--- src/rtl/reg_bank_banked.sv ---
// reg_bank_banked: general register file with PC, banked SP and LR, two registered read
// ports, one commit write port and a small mode-switch sequencer with a busy handshake.
// Optional feature: define REGBANK_BYPASS_EN to forward committing values to the read
// ports on the same edge; when undefined, reads always return the pre-edge contents.
// PC lives in entry PC_INDEX and the user-mode SP (bank 0) lives in entry SP_INDEX of the
// register array; the privileged SP (bank 1) is a separate register.
module reg_bank_banked #(
  parameter int unsigned DATA_WIDTH = 32,
  parameter int unsigned REG_COUNT  = 16,
  parameter int unsigned PC_INDEX   = 15,
  parameter int unsigned SP_INDEX   = 14,
  parameter int unsigned LR_INDEX   = 13,
  parameter logic [DATA_WIDTH-1:0] R0_RESET = DATA_WIDTH'(8192),
  parameter logic [DATA_WIDTH-1:0] PC_RESET = DATA_WIDTH'(1),
  parameter logic [DATA_WIDTH-1:0] SP_RESET = '1,
  localparam int unsigned ADDR_BITS = $clog2(REG_COUNT)
) (
  input  logic                  fast_clock,
  input  logic                  reset,
  input  logic                  enable,
  input  logic [1:0]            mode_cmd,
  input  logic [ADDR_BITS-1:0]  rd_addr_a,
  input  logic [ADDR_BITS-1:0]  rd_addr_b,
  output logic [DATA_WIDTH-1:0] rd_data_a,
  output logic [DATA_WIDTH-1:0] rd_data_b,
  input  logic                  wr_en,
  input  logic [ADDR_BITS-1:0]  wr_addr,
  input  logic [DATA_WIDTH-1:0] wr_data,
  input  logic                  branch,
  input  logic [DATA_WIDTH-1:0] branch_target,
  input  logic [DATA_WIDTH-1:0] pc_next,
  input  logic [DATA_WIDTH-1:0] sp_next,
  output logic [DATA_WIDTH-1:0] current_pc,
  output logic [DATA_WIDTH-1:0] current_sp,
  output logic                  privileged,
  output logic                  busy,
  output logic                  illegal_write
);

  localparam logic [ADDR_BITS-1:0] PC_ADDR = ADDR_BITS'(PC_INDEX);
  localparam logic [ADDR_BITS-1:0] SP_ADDR = ADDR_BITS'(SP_INDEX);
  localparam logic [ADDR_BITS-1:0] LR_ADDR = ADDR_BITS'(LR_INDEX);
  localparam logic [ADDR_BITS-1:0] R0_ADDR = '0;

  localparam logic [1:0] CmdNone  = 2'd0;
  localparam logic [1:0] CmdEnter = 2'd1;
  localparam logic [1:0] CmdExit  = 2'd2;
  localparam logic [1:0] CmdClear = 2'd3;

  typedef enum logic [1:0] {
    StIdle,
    StEnterSave,
    StEnterSwitch,
    StExitSwap
  } state_e;

  state_e state_q, state_d;

  logic [DATA_WIDTH-1:0] regs_q [REG_COUNT];
  logic [DATA_WIDTH-1:0] regs_d [REG_COUNT];
  logic [DATA_WIDTH-1:0] sp_priv_q, sp_priv_d;
  logic                  privileged_q, privileged_d;
  logic                  illegal_q, illegal_d;
  logic [DATA_WIDTH-1:0] rd_a_d, rd_b_d;

  // Values the read ports look at (pre-edge, or post-commit when forwarding).
  logic [DATA_WIDTH-1:0] view_regs [REG_COUNT];
  logic [DATA_WIDTH-1:0] view_sp_priv;

  logic commit;
  logic wr_protected;
  logic [DATA_WIDTH-1:0] sp_commit_val;

  assign busy          = (state_q != StIdle);
  assign commit        = enable & ~busy;
  assign wr_protected  = (wr_addr == PC_ADDR) || (wr_addr == SP_ADDR);
  assign sp_commit_val = (mode_cmd == CmdClear) ? SP_RESET : sp_next;

  // Mode sequencer: next state and privilege flag.
  always_comb begin
    state_d      = state_q;
    privileged_d = privileged_q;
    unique case (state_q)
      StIdle: begin
        if (commit) begin
          // Entering while privileged, or exiting while user, commits without a sequence.
          if (mode_cmd == CmdEnter && !privileged_q) begin
            state_d = StEnterSave;
          end else if (mode_cmd == CmdExit && privileged_q) begin
            state_d = StExitSwap;
          end
        end
      end
      StEnterSave: begin
        state_d = StEnterSwitch;
      end
      StEnterSwitch: begin
        privileged_d = 1'b1;
        state_d      = StIdle;
      end
      StExitSwap: begin
        privileged_d = 1'b0;
        state_d      = StIdle;
      end
      default: begin
        state_d = StIdle;
      end
    endcase
  end

  // Register array next state: commit updates, clear-stack overrides and LR save.
  always_comb begin
    regs_d    = regs_q;
    sp_priv_d = sp_priv_q;
    illegal_d = 1'b0;
    if (commit) begin
      regs_d[PC_ADDR] = branch ? branch_target : pc_next;
      // Only the active SP bank is written; the other bank is left untouched.
      if (privileged_q) begin
        sp_priv_d = sp_commit_val;
      end else begin
        regs_d[SP_ADDR] = sp_commit_val;
      end
      if (wr_en) begin
        if (wr_protected) begin
          illegal_d = 1'b1;
        end else begin
          regs_d[wr_addr] = wr_data;
        end
      end
      if (mode_cmd == CmdClear) begin
        regs_d[R0_ADDR] = R0_RESET;
      end
    end
    // Runs a cycle after the entering commit, so it overwrites any LR write from that commit.
    if (state_q == StEnterSave) begin
      regs_d[LR_ADDR] = regs_q[PC_ADDR];
    end
  end

`ifdef REGBANK_BYPASS_EN
  // Forward only what the current commit writes; sequencer-side updates are not forwarded.
  always_comb begin
    view_regs    = commit ? regs_d : regs_q;
    view_sp_priv = commit ? sp_priv_d : sp_priv_q;
  end
`else
  // Reads observe the state as it was before the edge.
  always_comb begin
    view_regs    = regs_q;
    view_sp_priv = sp_priv_q;
  end
`endif

  // Read port muxes; SP_INDEX resolves to the bank of the current mode.
  always_comb begin
    rd_a_d = view_regs[rd_addr_a];
    rd_b_d = view_regs[rd_addr_b];
    if (rd_addr_a == SP_ADDR && privileged_q) begin
      rd_a_d = view_sp_priv;
    end
    if (rd_addr_b == SP_ADDR && privileged_q) begin
      rd_b_d = view_sp_priv;
    end
  end

  // State registers with synchronous reset; reset mid-sequence returns to user mode.
  always_ff @(posedge fast_clock) begin
    if (reset) begin
      for (int i = 0; i < REG_COUNT; i++) begin
        regs_q[i] <= (ADDR_BITS'(i) == R0_ADDR) ? R0_RESET :
                     (ADDR_BITS'(i) == PC_ADDR) ? PC_RESET :
                     (ADDR_BITS'(i) == SP_ADDR) ? SP_RESET : '0;
      end
      sp_priv_q    <= SP_RESET;
      state_q      <= StIdle;
      privileged_q <= 1'b0;
      illegal_q    <= 1'b0;
      rd_data_a    <= '0;
      rd_data_b    <= '0;
    end else begin
      regs_q       <= regs_d;
      sp_priv_q    <= sp_priv_d;
      state_q      <= state_d;
      privileged_q <= privileged_d;
      illegal_q    <= illegal_d;
      rd_data_a    <= rd_a_d;
      rd_data_b    <= rd_b_d;
    end
  end

  // Architectural outputs straight from state.
  always_comb begin
    current_pc    = regs_q[PC_ADDR];
    current_sp    = privileged_q ? sp_priv_q : regs_q[SP_ADDR];
    privileged    = privileged_q;
    illegal_write = illegal_q;
  end

endmodule

--- config.mk ---
export PLATFORM = sky130hd
export DESIGN_NAME = reg_bank_banked
export DESIGN_NICKNAME = d
export VERILOG_FILES = /design/src/rtl/reg_bank_banked.sv
export SDC_FILE = /design/constraint.sdc
export NUM_CORES = 2
export LEC_CHECK = 0
export CORE_AREA = 2 2 233 235
export DETAILED_ROUTE_END_ITERATION = 8
export DIE_AREA = 0 0 235 237
export PLACE_DENSITY_LB_ADDON = 0.08
export SKIP_LAST_GASP = 1
export SYNTH_ARGS = -nofsm -noshare
export SYNTH_HDL_FRONTEND = slang
export SYNTH_SLANG_ARGS = --single-unit
--- constraint.sdc ---
create_clock -name fast_clock -period 2.9 [get_ports fast_clock]
set_input_delay 0.87 -clock fast_clock [delete_from_list [all_inputs] [get_ports fast_clock]]
set_output_delay 0.87 -clock fast_clock [all_outputs]
set_load 0.01 [all_outputs]
==> impl_metrics.csv <==
group,metric,value,unit
flow_run,cap_violations,0,
timing,grt_setup_unrepaired,"yes",
floorplan,dieArea,55700,um^2
timing,fin_skew,0.02353,ns
floorplan,core_area,53280,um^2
clock_tree,cts_root_buf,"clkbuf_16",
synth,synthAdderAreaFrac,0,%
synth,synth-compound-area-share,16.20,%
synth,syn_nets,3536,
floorplan,pin_count,278,
synth,synth_cell_types,45,
placement,gp_congestion,0.9683,
grt,grt_max_degree,200,
grt,antenna_found_initial,1,
synth,synth_xor_area_share,0,%
timing,relSlewSlack,17.80,%
finish,fin_nets,3709,
finish,postLayoutCoreUtil,69.77,%
clock_tree,clk-insertion-delay-late,0.63,ns
synth,yosys.area.top_type,"dfxtp_1",
route,vias,28020,
route,drtPass1Iterations,6,
clock_tree,cts_buffers,67,
synth,syn_area,30590,um^2
floorplan,start_util,57.40,%
synth,yosysTopAreaCellShare,40.06,%
worst_setup_path,critical_path.max_fanout,21,
placement,dp_slack,0.0007356,ns
finish,area_growth,21.55,%
synth,yosys.area_share.simple,14.49,%
run_status,status,"complete, but fails checks",
worst_setup_path,slowest_stage,"clkdlybuf4s50_1",
clock_tree,htreeDepth,3,
synth,synth_warnings,0,
worst_setup_path,cp-end-kind,"primary output",
synth,synth.area.top_cells,"dfxtp_1 (40%), nand2_1 (11%), mux4_2 (9.6%)",
timing,post-route-period-util,101.9,%
worst_setup_path,startpoint_type,"register",
clock_tree,numClockSinks,612,
synth,synth_ff_type,"dfxtp_1",
synth,synth_top_family_by_area,"multiplexers",
hold_path,hp-class,"reg -> reg",
worst_setup_path,crit_family,"buffers and inverters",
finish,drive_gt1_share,19.34,%
route,wl_met2,52780,um
synth,synthMuxAreaShare,23.99,%
power,p_per_area,531.5,nW/um^2
synth,yosys-top-cells-count,"nand2_1 (895), dfxtp_1 (612), a21oi_1 (387), clkbuf_1 (239), mux2_2 (220)",
clock_tree,cts.path.max_buffers,3,
timing,min_period,2.954,ns
worst_setup_path,cp.required,2.03,ns
timing,timing.final.ws_setup,-0.05424,ns
timing,finalHoldViolCount,0,
power,p_total,19.76,mW
power,peakVddDrop,613.9,uV
synth,yosysSeqAreaShare,40.06,%
route,ant_nets,0,
grt,first_global_vias,27320,
timing,setup_viol,16,
timing,finalMaxSlewViolations,0,
grt,gr-usage-all-layers,38.91,%
synth,syn_inst,3389,
floorplan,die_x,235,um
route,wl,111900,um
timing,whs,0.4675,ns
grt,grt-ovfl-total,0,
synth,synth-edff-count,0,
clock_tree,cts_tree,"yes",
synth,synth.most_common_cell,"nand2_1",
route,wl_per_cell,25.96,um
floorplan,row_count,85,
worst_setup_path,cp.arrival,2.08,ns
worst_setup_path,critical_path_class,"reg -> out",
route,drc,0,
timing,worst_pin_slew,1.232,ns
worst_setup_path,crit_chain,"buf_12 -> mux2_2 -> clkdlybuf4s50_1",
power,leakagePower,13.58,nW
timing,fin_tns_setup,-0.4426,ns
worst_setup_path,critical_path_buf_inv_count,2,
synth,synth_seq_cells,612,
route,drt-met1-wl,40880,um
placement,dp_hpwl,71810,um
timing,fmax,338.5,MHz
worst_setup_path,cp_slowest_stage_delay,0.50,ns
grt,grt_pass1_wl,165500,um
synth,synthArstFlopShare,0,%
synth,avgSynthCellArea,9.025,um^2
route,wl_met3,10090,um
clock_tree,clk_pin_slew,0.06,ns
floorplan,fp.dieH,237,um
route,routed.top_layer,"met5",
placement,io_buffer_count,277,
run_status,violations,"negative setup slack",
route,drt_iter0_markers,3109,
route,routed_via_density,6.498,
worst reg2reg max path: cells and delay by family (launching register included):
family                 cells  cell delay, ns
AND/OR/NAND/NOR            2            0.25
flip-flops                 1            0.36
buffers and inverters      6            1.08
AO/OA/AOI/OAI              1            0.63
cell usage in the layout (no fill, tap or decap), drive strengths merged, types with 63 or more instances in the layout:
cell type / count
nand2: 895
a211oi: 63
mux2: 220
mux2i: 193
a211o: 65
nor2: 169
dfxtp: 612
clkbuf: 101
clkdlybuf4s50: 253
mux4: 130
a22o: 93
a21oi: 387
buf: 195
path summary, 6_finish.rpt:
kind                     from             end  slack [ns]  depth (start not counted)
hold / removal    regs_q[303]     regs_q[303]        0.47                          2
hold reg to reg   regs_q[303]     regs_q[303]        0.47                          2
setup / recovery   privileged  current_sp[12]       -0.05                          3
setup reg to reg   privileged    rd_data_b[0]        0.53                          9
registers in the layout, indices dropped and copies added (netlist names):
register,count
current_pc,32
rd_data_a,32
state_q,2
illegal_write,1
sp_priv_q,32
regs_q,480
rd_data_b,32
privileged,1
kinds of logic after synthesis:
group / after synthesis
multiplexers: 543
AND/OR/NAND/NOR: 1130
AO/OA/AOI/OAI: 742
buffers and inverters: 362
flip-flops: 612
cell type report:
cell class              instances  area (um^2)
multi-input cells            2415        16810
fillers                      4212        16110
flip-flops and latches        612        12260
repair buffers                465         5095
clock buffers                 100         1932
well taps                     696        870.8
clock inverters                21        210.2
inverters                       1        3.754
diodes                          1        2.502
through the flow:
stage	instances	cell area, um^2
floorplan	3389	30590
global placement	4185	34910
detailed placement	4185	34910
CTS	4307	37080
global route	4310	37170
finish	4311	37180
per-layer routing:
metal / global-route usage, % / vias up
met5: 0 / -
met4: 25.74 / 2
met3: 6.913 / 353
met2: 63.60 / 1645
met1: 47.28 / 13680
li1: - / 12340
repair_timing:
action | 4_1_cts | 5_1_grt
hold buffers | 0 | 0
setup endpoints to repair | 32 | 32
endpoints found under the hold margin | 0 | 0
resized for setup | 2 | 16
setup buffers | 0 | 2
pin swaps | 0 | 0
gates cloned | 1 | 1
power breakdown:
| part | switching (mW) | total [mW] | internal [mW] |
|---|---|---|---|
| sequential | 0.201 | 8.80 | 8.60 |
| clock | 3.60 | 8.50 | 4.90 |
| combinational | 1.32 | 2.46 | 1.14 |
(Power assumes the default switching activity.)
